===== src/rtl/lsu_pkg.sv =====
`default_nettype none
// ============================================================================
// Package  : lsu_pkg
// Summary  : Shared encodings for the load/store unit: access-size codes,
//            controller state encoding and the byte-enable lane helper.
// Revision : 1.0 - initial release
// ============================================================================
package lsu_pkg;

    // Access size encodings carried on req_size
    localparam logic [1:0] SZ_B = 2'd0;
    localparam logic [1:0] SZ_H = 2'd1;
    localparam logic [1:0] SZ_W = 2'd2;
    localparam logic [1:0] SZ_D = 2'd3;

    // Controller states; REQ1/WAIT1 only reachable when split beats are built
    typedef enum logic [2:0] {
        IDLE  = 3'd0,
        REQ0  = 3'd1,
        WAIT0 = 3'd2,
        REQ1  = 3'd3,
        WAIT1 = 3'd4,
        RESP  = 3'd5
    } lsu_state_e;

    // True when byte 'lane' (relative to the access start) belongs to an
    // access of the given size; the byte-enable mask is built from this.
    function automatic logic be_lane(input logic [1:0] size, input int lane);
        return (lane >= 0) && (lane < (1 << size));
    endfunction

endpackage
`default_nettype wire


===== src/rtl/lsu_load_align.sv =====
`default_nettype none
// ============================================================================
// Module   : lsu_load_align
// Summary  : Combinational load extract. Concatenates the two memory beats,
//            shifts the accessed bytes down to bit 0, truncates to the access
//            size and zero- or sign-extends to XLEN.
// Revision : 1.0 - initial release
// ============================================================================
module lsu_load_align
    import lsu_pkg::*;
#(
    parameter int XLEN = 32
) (
    input  logic [XLEN-1:0]             i_beat0,
    input  logic [XLEN-1:0]             i_beat1,
    input  logic [$clog2(XLEN/8)-1:0]   i_offset,
    input  logic [1:0]                  i_size,
    input  logic                        i_signext,
    output logic [XLEN-1:0]             o_data
);

    logic [XLEN-1:0] w_low;
    logic            w_sign;
    int              w_width;

    // Shift, pick the sign bit of the accessed size, then extend above it
    always_comb begin
        w_low   = XLEN'({i_beat1, i_beat0} >> {i_offset, 3'b000});
        w_sign  = 1'b0;
        w_width = 8 << i_size;
        o_data  = '0;
        case (i_size)
            SZ_B:    w_sign = w_low[7];
            SZ_H:    w_sign = w_low[15];
            SZ_W:    w_sign = w_low[31];
            default: w_sign = w_low[XLEN-1];
        endcase
        for (int i = 0; i < XLEN; i++) begin
            o_data[i] = (i < w_width) ? w_low[i] : (i_signext & w_sign);
        end
    end

endmodule
`default_nettype wire


===== src/rtl/lsu_mem_ctrl.sv =====
`default_nettype none
// ============================================================================
// Module   : lsu_mem_ctrl
// Summary  : Single-outstanding load/store controller between the EX/MEM
//            register and the data-memory port. Runs a req/gnt/rvalid
//            handshake, builds byte enables and lane-steered store data, and
//            returns extended load data one registered cycle after RESP.
// Config   : LSU_MISALIGN_SPLIT_EN - when defined, accesses crossing an
//            NBYTES boundary are issued as two beats; when undefined they are
//            answered immediately with resp_err=1 and never reach memory.
// Revision : 1.0 - initial release
// ============================================================================
module lsu_mem_ctrl
    import lsu_pkg::*;
#(
    parameter int XLEN   = 32,
    parameter int ADDR_W = 32
) (
    input  logic                 clk,
    input  logic                 rst,
    input  logic                 req_valid,
    output logic                 req_ready,
    input  logic                 req_we,
    input  logic [1:0]           req_size,
    input  logic                 req_signext,
    input  logic [ADDR_W-1:0]    req_addr,
    input  logic [XLEN-1:0]      req_wdata,
    output logic                 resp_valid,
    output logic [XLEN-1:0]      resp_data,
    output logic                 resp_err,
    output logic                 mem_req,
    output logic                 mem_we,
    output logic [ADDR_W-1:0]    mem_addr,
    output logic [XLEN/8-1:0]    mem_be,
    output logic [XLEN-1:0]      mem_wdata,
    input  logic                 mem_gnt,
    input  logic                 mem_rvalid,
    input  logic [XLEN-1:0]      mem_rdata
);

    localparam int             NBYTES   = XLEN / 8;
    localparam int             c_off_w  = $clog2(NBYTES);
    localparam logic [c_off_w:0] c_nbytes = (c_off_w+1)'(NBYTES);

    lsu_state_e               r_state, w_next;
    logic                     r_we, r_signext;
    logic [1:0]               r_size;
    logic [ADDR_W-1:0]        r_addr;
    logic [XLEN-1:0]          r_wdata, r_beat0, w_beat1;
    logic                     r_resp_valid, r_resp_err;
    logic [XLEN-1:0]          r_resp_data;

    logic [1:0]               w_in_size;
    logic [c_off_w:0]         w_in_len;
    logic                     w_in_cross;
    logic [c_off_w-1:0]       w_off;
    logic [2*NBYTES-1:0]      w_be_wide;
    logic [2*XLEN-1:0]        w_wdata_wide;
    logic [ADDR_W-1:0]        w_line_addr;
    logic                     w_in_req, w_hi_beat, w_err;
    logic [XLEN-1:0]          w_load_data;

    // A dword request on a 32-bit datapath is handled as a word
    assign w_in_size  = (XLEN == 32 && req_size == SZ_D) ? SZ_W : req_size;
    assign w_in_len   = {{c_off_w{1'b0}}, 1'b1} << w_in_size;
    assign w_in_cross = ({1'b0, req_addr[c_off_w-1:0]} + w_in_len) > c_nbytes;

    assign w_off       = r_addr[c_off_w-1:0];
    assign w_line_addr = {r_addr[ADDR_W-1:c_off_w], {c_off_w{1'b0}}};
    assign w_in_req    = (r_state == REQ0) || (r_state == REQ1);

    // Byte enables over two lane windows: low half is beat 0, high half beat 1
    always_comb begin
        w_be_wide = '0;
        for (int i = 0; i < 2*NBYTES; i++) begin
            w_be_wide[i] = be_lane(r_size, i - int'(w_off));
        end
    end

    assign w_wdata_wide = {{XLEN{1'b0}}, r_wdata} << {w_off, 3'b000};

`ifdef LSU_MISALIGN_SPLIT_EN
    logic            r_two_beat;
    logic [XLEN-1:0] r_beat1;

    assign w_hi_beat = (r_state == REQ1);
    assign w_beat1   = r_beat1;
    assign w_err     = 1'b0;

    // Remember whether a second beat is needed and capture its read data
    always_ff @(posedge clk) begin
        if (rst) begin
            r_two_beat <= 1'b0;
            r_beat1    <= '0;
        end else begin
            if (r_state == IDLE && req_valid) r_two_beat <= w_in_cross;
            if (r_state == WAIT1 && mem_rvalid) r_beat1 <= mem_rdata;
        end
    end
`else
    logic r_err;

    assign w_hi_beat = 1'b0;
    assign w_beat1   = '0;
    assign w_err     = r_err;

    // A boundary-crossing access is flagged at acceptance and never issued
    always_ff @(posedge clk) begin
        if (rst)                          r_err <= 1'b0;
        else if (r_state == IDLE && req_valid) r_err <= w_in_cross;
    end
`endif

    // Next-state logic; stray gnt/rvalid in other states fall through unused
    always_comb begin
        w_next = r_state;
        case (r_state)
            IDLE: begin
                if (req_valid) begin
`ifdef LSU_MISALIGN_SPLIT_EN
                    w_next = REQ0;
`else
                    w_next = w_in_cross ? RESP : REQ0;
`endif
                end
            end
            REQ0:  if (mem_gnt) w_next = WAIT0;
            WAIT0: begin
                if (mem_rvalid) begin
`ifdef LSU_MISALIGN_SPLIT_EN
                    w_next = r_two_beat ? REQ1 : RESP;
`else
                    w_next = RESP;
`endif
                end
            end
`ifdef LSU_MISALIGN_SPLIT_EN
            REQ1:  if (mem_gnt) w_next = WAIT1;
            WAIT1: if (mem_rvalid) w_next = RESP;
`endif
            RESP:    w_next = IDLE;
            default: w_next = IDLE;
        endcase
    end

    // State, request capture, beat-0 capture and the registered response
    always_ff @(posedge clk) begin
        if (rst) begin
            r_state      <= IDLE;
            r_we         <= 1'b0;
            r_size       <= SZ_B;
            r_signext    <= 1'b0;
            r_addr       <= '0;
            r_wdata      <= '0;
            r_beat0      <= '0;
            r_resp_valid <= 1'b0;
            r_resp_err   <= 1'b0;
            r_resp_data  <= '0;
        end else begin
            r_state <= w_next;
            if (r_state == IDLE && req_valid) begin
                r_we      <= req_we;
                r_size    <= w_in_size;
                r_signext <= req_signext;
                r_addr    <= req_addr;
                r_wdata   <= req_wdata;
            end
            if (r_state == WAIT0 && mem_rvalid) r_beat0 <= mem_rdata;
            r_resp_valid <= (r_state == RESP);
            r_resp_err   <= (r_state == RESP) && w_err;
            r_resp_data  <= (r_state == RESP && !r_we && !w_err) ? w_load_data : '0;
        end
    end

    lsu_load_align #(
        .XLEN (XLEN)
    ) u_load_align (
        .i_beat0   (r_beat0),
        .i_beat1   (w_beat1),
        .i_offset  (w_off),
        .i_size    (r_size),
        .i_signext (r_signext),
        .o_data    (w_load_data)
    );

    assign req_ready  = (r_state == IDLE);
    assign resp_valid = r_resp_valid;
    assign resp_data  = r_resp_data;
    assign resp_err   = r_resp_err;
    assign mem_req    = w_in_req;
    assign mem_we     = w_in_req & r_we;
    assign mem_addr   = !w_in_req ? '0 :
                        (w_hi_beat ? w_line_addr + ADDR_W'(NBYTES) : w_line_addr);
    assign mem_be     = !w_in_req ? '0 :
                        (w_hi_beat ? w_be_wide[2*NBYTES-1:NBYTES] : w_be_wide[NBYTES-1:0]);
    assign mem_wdata  = !w_in_req ? '0 :
                        (w_hi_beat ? w_wdata_wide[2*XLEN-1:XLEN] : w_wdata_wide[XLEN-1:0]);

endmodule
`default_nettype wire

===== config.mk =====
export PLATFORM = sky130hd
export DESIGN_NAME = lsu_mem_ctrl
export DESIGN_NICKNAME = d
export VERILOG_FILES = /design/src/rtl/lsu_pkg.sv /design/src/rtl/lsu_load_align.sv /design/src/rtl/lsu_mem_ctrl.sv
export SDC_FILE = /design/constraint.sdc
export NUM_CORES = 1
export LEC_CHECK = 0
export CAP_MARGIN = 30
export CORE_ASPECT_RATIO = 1.5
export CORE_MARGIN = 10
export CORE_UTILIZATION = 51
export DETAILED_ROUTE_END_ITERATION = 16
export PLACE_DENSITY = 0.95
export SLEW_MARGIN = 25
export SYNTH_ARGS = -nofsm -noshare
export SYNTH_HDL_FRONTEND = slang
export SYNTH_HIERARCHICAL = 1
export SYNTH_SLANG_ARGS = --single-unit

===== constraint.sdc =====
create_clock -name clk -period 5.25 [get_ports clk]
set_input_delay 1.575 -clock clk [delete_from_list [all_inputs] [get_ports clk]]
set_output_delay 1.575 -clock clk [all_outputs]
set_load 0.01 [all_outputs]

---- Word level (Yosys, flattened, before mapping) ----
Cells that the tools add are included.
word-level totals
  flip-flop bits (word level) ............. 138
  bits in latches ......................... 0
  bits in writable memories ............... 0
  ROM bits ................................ 0
  bits of input ports ..................... 105
  memories ................................ 0
cells by class
  add/subtract/negate cells ............... 5
  $mul .................................... 0
  divide/modulo/power cells ............... 0
  order comparisons ....................... 41
  equality and inequality tests ........... 9
  shifts and indexed selects .............. 5
  muxes and demuxes ....................... 42
  bitwise logic cells ..................... 3
  reduce and logical (&&, ||, !) cells .... 16
operators by type and width
  operator                                                           count
  < comparator 6 x 32 -> 1 bit, first input constant                 16
  < comparator 5 x 32 -> 1 bit, first input constant                 8
  < comparator 3 x 32 -> 1 bit                                       4
  < comparator 4 x 32 -> 1 bit, first input constant                 4
  < comparator 3 x 32 -> 1 bit, first input constant                 2
  two-way mux 32 bit                                                 2
  < comparator 1 x 32 -> 1 bit, first input constant                 1
  < comparator 2 x 32 -> 1 bit, first input constant                 1
  two-way mux 1 bit                                                  32
  left shift 1 x 2 -> 32 bit, first input constant                   1
  left shift 32 x 5 -> 32 bit                                        1
  left shift 4 x 2 -> 32 bit, first input constant                   1
  right shift 32 x 5 -> 32 bit                                       1
  greater-or-equal comparator 3 x 1 -> 1 bit, second input constant  4
  two-way mux 3 bit                                                  4
  logical AND 1 bit                                                  9
  one-hot mux 3 bit (3 select lines)                                 1
  == test 3 x 2 -> 1 bit, second input constant                      2
  inequality test 2 bit, second input constant                       3
  subtractor 1 x 2 -> 3 bit, first input constant                    2
  subtractor 2 x 2 -> 3 bit, first input constant                    2
  two-way mux 4 bit                                                  1
  adder 2 x 3 -> 3 bit                                               1
  == test 3 x 1 -> 1 bit, second input constant                      1
  other kinds (15)                                                   17

---- Logic depth before layout (Yosys ltp) ----
Gate-level depths: netlist of the first run.
  depth after elaboration ................. 8
  gate-level depth with buffers ........... 10
  depth with buffers taken out ............ 7

---- Hierarchy ----
The synthesis of the first run kept the hierarchy.
by module, submodules not included
  module          instances  cells an instance  area each (sq um)
  lsu_mem_ctrl    1          707                5,753.0
  lsu_load_align  1          130                1,074.8

---- Least setup slack after synthesis of the first run ----
OpenSTA, ideal clock, no wires.
  path type ............................... reg2out
  start point ............................. reg r_addr[1]
  end point ............................... out mem_be[2]
  data arrival time ....................... 2.060 ns
  required time ........................... 3.675 ns
  path slack .............................. 1.615 ns
  stages on the path, launching flop included .. 11
  path buffers ............................ 3
  cells stage by stage .................... dfxtp_1 buf_2 buf_4 buf_2 inv_1 ha_1 inv_1 ha_1 o21ai_0 a21oi_1 a21oi_1
between the ends
  cells in the longest elaborated chain, start to end .. 4
RTL lines
  element                                                                                     RTL line             RTL
  start: declaration                                                                          lsu_mem_ctrl.sv:48   logic [ADDR_W-1:0] r_addr;
  start signal: assignment                                                                    lsu_mem_ctrl.sv:165  r_addr <= req_addr;
  subtractor 2 x 2 -> 3 bit *                                                                 lsu_mem_ctrl.sv:76   w_be_wide[i] = be_lane(r_size, i - int'(w_off));
  < comparator 3 x 32 -> 1 bit or greater-or-equal comparator 3 x 1 -> 1 bit (tied branches)  lsu_pkg.sv:29        return (lane >= 0) && (lane < (1 << size));
  logical AND 1 bit *                                                                         lsu_pkg.sv:29
  two-way mux 4 bit *                                                                         lsu_mem_ctrl.sv:194  assign mem_be = !w_in_req ? '0 :
  end: declaration                                                                            lsu_mem_ctrl.sv:34   output logic [XLEN/8-1:0] mem_be,
Every way passes the cells marked *; elsewhere a longest branch is shown, timed or not.

---- Worst setup path after layout of the first run ----
Same ends and word-level chain as after synthesis.

==> results of run 1 <==
## routing by layer
layer / vias to the layer above / routed length, um
met2: 255 / 11200
met1: 3028 / 7040
met4: 6 / 609
met5: - / 30
met3: 45 / 1810
li1: 3146 / -
## cell families after synthesis
family,after synthesis,synth area share (%)
AND/OR/NAND/NOR,380,25.9
AO/OA/AOI/OAI,164,13.5
XOR/XNOR,1,0.128
buffers and inverters,82,6.32
multiplexers,60,11.6
other,1,0.0549
flip-flops,138,40.5
adder cells (fa/ha/maj),11,2.13
## power by group
part	internal [uW]	switching [uW]	leakage (uW)	total, uW
registers	1090	61.1	0.00112	1160
clock network	687	487	0.000282	1170
logic	212	208	0.00216	419
total	1990	756	0.00356	2750
## per-stage QoR
stage | worst slack (ns) | hold slack, ns | util, % | area, sq um
floorplan | 1.61 | 0.432 | - | 6980
global placement | 1.05 | 0.437 | 68.5 | 8960
detailed placement | 0.976 | 0.442 | 68.5 | 8960
CTS | 0.456 | 0.451 | 72.9 | 9540
global route | 0.227 | 0.465 | 72.9 | 9540
finish | 0.455 | 0.451 | 72.9 | 9540
## flip-flops by register name (all words and copies together) (netlist names)
name,cells
r_state,3
resp_data,32
r_addr,32
resp_valid,1
r_beat0,32
resp_err,1
r_size,2
r_we,1
r_err,1
r_wdata,32
r_signext,1
## Yosys cell counts, types with 4 or more instances
library cell,number,area [sq um]
a211oi_1,16,120
a21oi_1,120,601
and2_1,73,457
buf_1,4,15.0
buf_2,21,105
buf_4,8,60.1
buf_6,9,101
clkbuf_1,29,109
dfxtp_1,138,2760
ha_1,10,125
inv_1,11,41.3
mux2_2,8,90.1
mux2i_1,37,370
mux4_2,14,315
nand2_1,244,916
nand2b_1,8,50.1
nand3_1,4,20.0
nor2_1,19,71.3
nor2b_1,9,56.3
nor3_1,4,20.0
o211ai_1,8,60.1
o21ai_0,12,60.1
or2_2,8,50.1
## worst max-delay path: stages (launching register included)
cell and delay [ns]:
dfxtp_4 0.97, inv_1 0.21, ha_1 0.34, inv_1 0.05, ha_1 0.28, o21ai_0 0.10
a21oi_1 0.10, a21oi_1 0.18, clkdlybuf4s50_1 0.58
## worst max-delay path by stage
stage                           end  slack (ns)  cells after the start
after floorplan           mem_be[2]        1.61                     10
after global placement    mem_be[2]        1.05                      8
after detailed placement  mem_be[2]        0.98                      8
after CTS                 mem_be[2]        0.46                      8
after global routing      mem_be[2]        0.23                      8
final                     mem_be[2]        0.46                      8
## cells in the final DEF, fill, tap and decap left out, types with 9 or more instances in the layout
| cell | netlist | routed |
|---|---|---|
| inv_1 | 11 | 11 |
| buf_4 | 8 | 11 |
| clkbuf_16 | 0 | 17 |
| conb_1 | 1 | 42 |
| mux2i_1 | 37 | 37 |
| clkdlybuf4s50_1 | 0 | 206 |
| a211oi_1 | 16 | 16 |
| ha_1 | 10 | 10 |
| nand2_1 | 244 | 244 |
| a21oi_1 | 120 | 120 |
| mux4_2 | 14 | 14 |
| nor2b_1 | 9 | 9 |
| and2_1 | 73 | 73 |
| o21ai_0 | 12 | 12 |
| dfxtp_1 | 138 | 136 |
| nor2_1 | 19 | 19 |
## final cells by class
cell class / instances / area share, %
repair buffers: 217 / 22.5
inverters: 11 / 0.433
well taps: 159 / 2.09
clock buffers: 19 / 4.75
clock inverters: 13 / 1.36
multi-input cells: 658 / 39.9
flip-flops and latches: 138 / 29.0
==> reports/metrics.yaml, run 1 <==
cts:
  root_buffer: "clkbuf_16"
  cts_made_buffers: 17
  cts_resized: 0
  insertion_delay_ns: 0.42
  cts_hold_buffers: 0
  clock-sinks: 138
  cts_tree: "yes"
  h-tree-depth: 4
  clkSlewWorstSetupHoldPaths_ns: 0.07
  cts_setup_buffers: 0
  clk_path_buf_depth: 2
synthesis:
  yosysWarnings: 6
  synth_area_sq_um: 6830
  synthDistinctLibCells: 46
  ys_seq_elements: 138
  async_flop_share_pct: 0
  synth-edff-count: 0
  synthCells: 837
  ys_seq_area_share_pct: 40.5
  avgSynthCellArea_sq_um: 8.16
  synth_flop_cell: "dfxtp_1"
routing:
  drt_wl_total_mm: 20.7
  first_pass_iters: 5
  drc: 0
  wl_per_cell_um: 17.1
  vias: 6480
  vias_per_cell: 5.33
  drt_iter0_markers: 346
  ant_nets: 0
floorplan:
  die-height_um: 162
  core_sq_um: 13100
  start_util_pct: 52.2
  die_w_um: 114
  ioPinCount: 210
  dieArea_sq_um: 18500
  rows: 51
critical_path:
  crit_arrival_ns: 3.22
  cp-start-kind: "flop"
  critPathRequiredTime_ns: 3.68
  r2r_slack_ns: 2.37
  r2r-end: "resp_data[23]"
  crit_start: "r_addr[1]"
  criticalPathCategory: "flop to primary output"
  path_max_fanout: 87
  reg2reg_from: "r_addr[0]"
  worstRegToRegCells: 6
  end_kind: "primary output"
final_layout:
  layout-drive-gt1-share_pct: 8.24
  regArea_sq_um: 2770
  filler_cell_count: 883
  multi_input_area_sq_um: 3800
  fin_nets: 1159
  area_delta_synth_final_pct: 39.7
  fin_cells: 1215
  antenna_cells: 0
sta:
  setup_viol: 0
  timing.final.crit_share_pct: 91.3
  worst_clock_skew_ns: 0.00952
  hold_viol: 0
  fmax_mhz: 209
  worst_slew_pin_slew_ns: 0.944
  slew_viol_final: 0
  setup-tns-final_ns: 0
  slew_headroom_pct: 37.1
  fin_crit_ns: 4.79
  rsz0062_at_grt: "false"
global_route:
  top_usage_layer: "met2"
  grt_pass1_wl_mm: 32.1
  antenna_found_initial: 3
  grtUsageMet1_pct: 21.2
  grt_use_met3_pct: 7.12
  grt_start_max_net_pins: 88
  overflow: 0
  grt_usage_pct: 21.5
  grt_pass1_vias: 6317
  grt.met2_usage_pct: 39.5
worst_hold_path:
  hold_class: "flop to flop"
  holdPathEnd: "r_addr[16]"
  hold_start: "r_addr[16]"
  hold_depth: 2
placement:
  port_buffers: 207
  post-place-cells: 1183
  finalWeightedCongestion: 0.855
  dp_hpwl_mm: 14.6
power_and_ir_drop:
  ir_drop_mv: 0.218
  power_density_nw_per_um2: 288
  total_power_uw: 2750
  power.leakage_uw: 0.00356
flow_run:
  max_cap_viol_count: 0
run_status:
  status: "complete, no violations"
No activity file was read; power rests on OpenSTA's default activity.
==> inputs of run 2 (changes only) <==
- PLACE_DENSITY: 0.95 -> 0.89
==> reports/metrics.yaml, run 2 (synthesized netlist as in run 1, its figures left out) <==
critical_path:
  cp-start-kind: "flop"  # unchanged
  cp_slowest_cell: "buf_4"  # was dfxtp_4
  path_max_fanout: 44  # was 87
  critPathRequiredTime_ns: 3.68  # about the same
  crit_arrival_ns: 2.91  # was 3.22 ns
  criticalPathCategory: "flop to primary output"  # unchanged
  cpPeakStageDelay_ns: 0.63  # was 0.97 ns
  cp_cell_sequence: "buf_4, nand2b_1, o311ai_0, a21o_1, clkdlybuf4s50_1"  # was inv_1, ha_1, inv_1, ha_1, o21ai_0, a21oi_1, a21oi_1, clkdlybuf4s50_1
  end_kind: "primary output"  # unchanged
cts:
  clkSlewWorstSetupHoldPaths_ns: 0.06  # was 0.07 ns
  cts_hold_buffers: 0  # unchanged
  clk_path_buf_depth: 2  # unchanged
  h-tree-depth: 4  # unchanged
  clock-sinks: 138  # unchanged
  cts_resized: 0  # unchanged
  cts_setup_buffers: 0  # unchanged
  cts_made_buffers: 17  # unchanged
  cts_tree: "yes"  # unchanged
  root_buffer: "clkbuf_16"  # unchanged
  insertion_delay_ns: 0.42  # about the same
floorplan:
  die-height_um: 162  # unchanged
  core_sq_um: 13100  # unchanged
  start_util_pct: 52.2  # unchanged
  ioPinCount: 210  # unchanged
  die_w_um: 114  # unchanged
  dieArea_sq_um: 18500  # unchanged
  rows: 51  # unchanged
sta:
  worst_slew_pin_slew_ns: 0.828  # was 0.944 ns
  setup_viol: 0  # unchanged
  rsz0062_at_grt: "false"  # unchanged
  slew_headroom_pct: 44.7  # was 37.1%
  hold_viol: 0  # unchanged
  slew_viol_final: 0  # unchanged
  fmax_mhz: 223  # was 209 MHz
  timing.final.crit_share_pct: 85.4  # was 91.3%
  layout_setup_ws_ns: 0.766  # was 0.455 ns
  worst_clock_skew_ns: 0.0119  # was 0.00952 ns
  fin_crit_ns: 4.48  # was 4.79 ns
  setup-tns-final_ns: 0  # unchanged
placement:
  pre_cts_ws_ns: 1.21  # was 0.976 ns
  dp_hpwl_mm: 15.1  # was 14.6 mm
  port_buffers: 207  # unchanged
  finalWeightedCongestion: 0.831  # was 0.855
final_layout:
  final_common_cell: "nand2_1"  # unchanged
  fin_nets: 1159  # unchanged
  layout-drive-gt1-share_pct: 8.14  # was 8.24%
  area_delta_synth_final_pct: 40.4  # was 39.7%
  antenna_cells: 0  # unchanged
  layout_common_cells: "244 x nand2_1, 206 x clkdlybuf4s50_1, 136 x dfxtp_1"  # unchanged
  filler_cell_count: 913  # was 883
power_and_ir_drop:
  power_density_nw_per_um2: 295  # was 288 nW/um^2
  total_power_uw: 2820  # was 2750 uW
  p_int_uw: 2070  # was 1990 uW
  p_sw_share_pct: 26.8  # was 27.5%
  combPwrFrac_pct: 15.3  # about the same
  ir_drop_mv: 0.207  # was 0.218 mV
  power_frac_clock_pct: 44.1  # was 42.7%
  p_seq_share_pct: 40.6  # was 42.0%
  switching_power_uw: 756  # about the same
  power.leakage_uw: 0.00358  # was 0.00356 uW
global_route:
  grt_usage_pct: 22.1  # was 21.5%
  top_usage_layer: "met2"  # unchanged
  grt_use_met3_pct: 7.85  # was 7.12%
  grt_pass1_vias: 6491  # was 6,317
  antenna_found_initial: 3  # unchanged
  grt.met2_usage_pct: 40.0  # was 39.5%
  grt_start_max_net_pins: 71  # was 88
  overflow: 0  # unchanged
  grt_pass1_wl_mm: 32.6  # was 32.1 mm
  grtUsageMet1_pct: 20.9  # was 21.2%
routing:
  drc: 0  # unchanged
  drt_iter0_markers: 329  # was 346
  first_pass_iters: 5  # unchanged
  wl_per_cell_um: 17.2  # was 17.1 um
  vias: 6433  # was 6,480
  vias_per_cell: 5.29  # was 5.33
  ant_nets: 0  # unchanged
  drt_wl_total_mm: 20.9  # was 20.7 mm
flow_run:
  max_cap_viol_count: 0  # unchanged
worst_hold_path:
  hold_class: "flop to flop"  # unchanged
run_status:
  status: "complete, no violations"  # unchanged
## run 2: cell types whose count changed in the layout (fill, tap and decap cells not counted), sizes merged
cell,change
bufinv,+2
clkinv,-2
clkbuf,-1
inv,+1
## run 2: routing by layer
layer,vias up,wire [um]
met5,-,36
met3,60,1820
li1,3142,-
met4,6,826
met1,2972,7020
met2,253,11200
## run 2: worst paths after layout
kind / from / endpoint / slack [ns] / depth (start not counted)
max: r_addr[0] / mem_be[1] / 0.77 / 5
min: r_addr[6] / r_addr[6] / 0.45 / 2
max reg2reg: r_addr[0] / resp_data[23] / 2.41 / 6
min reg2reg: r_addr[6] / r_addr[6] / 0.45 / 2
## run 2: power groups by stage
stage / Clock [uW] / Combinational, uW / Sequential [uW]
global route: 1310 / 474 / 1150
detailed placement: 0 / 426 / 1170
global placement: 0 / 415 / 1170
CTS: 1260 / 430 / 1150
floorplan: 0 / 280 / 1140
finish: 1250 / 431 / 1150
## run 2: worst max-delay path, delay by kind of cell (launching register included)
family                 cells  cell delay, ns
flip-flops                 1            0.61
AO/OA/AOI/OAI              2            0.50
AND/OR/NAND/NOR            1            0.17
buffers and inverters      2            1.21
## run 2: area by class of cell
| class | count | area [sq um] | area share [%] |
|---|---|---|---|
| clock inverter | 14 | 184 | 1.92 |
| timing repair buffer | 217 | 2160 | 22.5 |
| multi-input combinational | 658 | 3800 | 39.7 |
| inverter | 11 | 41.3 | 0.431 |
| tap | 159 | 199 | 2.08 |
| clock buffer | 18 | 429 | 4.48 |
| sequential | 138 | 2770 | 28.9 |
## run 2: through the flow
stage          area [sq um]  cells  hold WS, ns  utilization, %
2_1_floorplan          6980    878        0.432               -
3_3_place_gp           8970   1183        0.437            68.6
3_5_place_dp           8970   1183        0.444            68.6
4_1_cts                9580   1215        0.454            73.3
5_1_grt                9580   1215        0.468            73.3
6_report               9580   1215        0.453            73.3
==> inputs of run 3 (changes only) <==
- ABC_CLOCK_PERIOD_IN_PS: not set -> 5250
==> results of run 3 <==
Same layout as run 2: the final DEF is identical, and so are final timing and power.
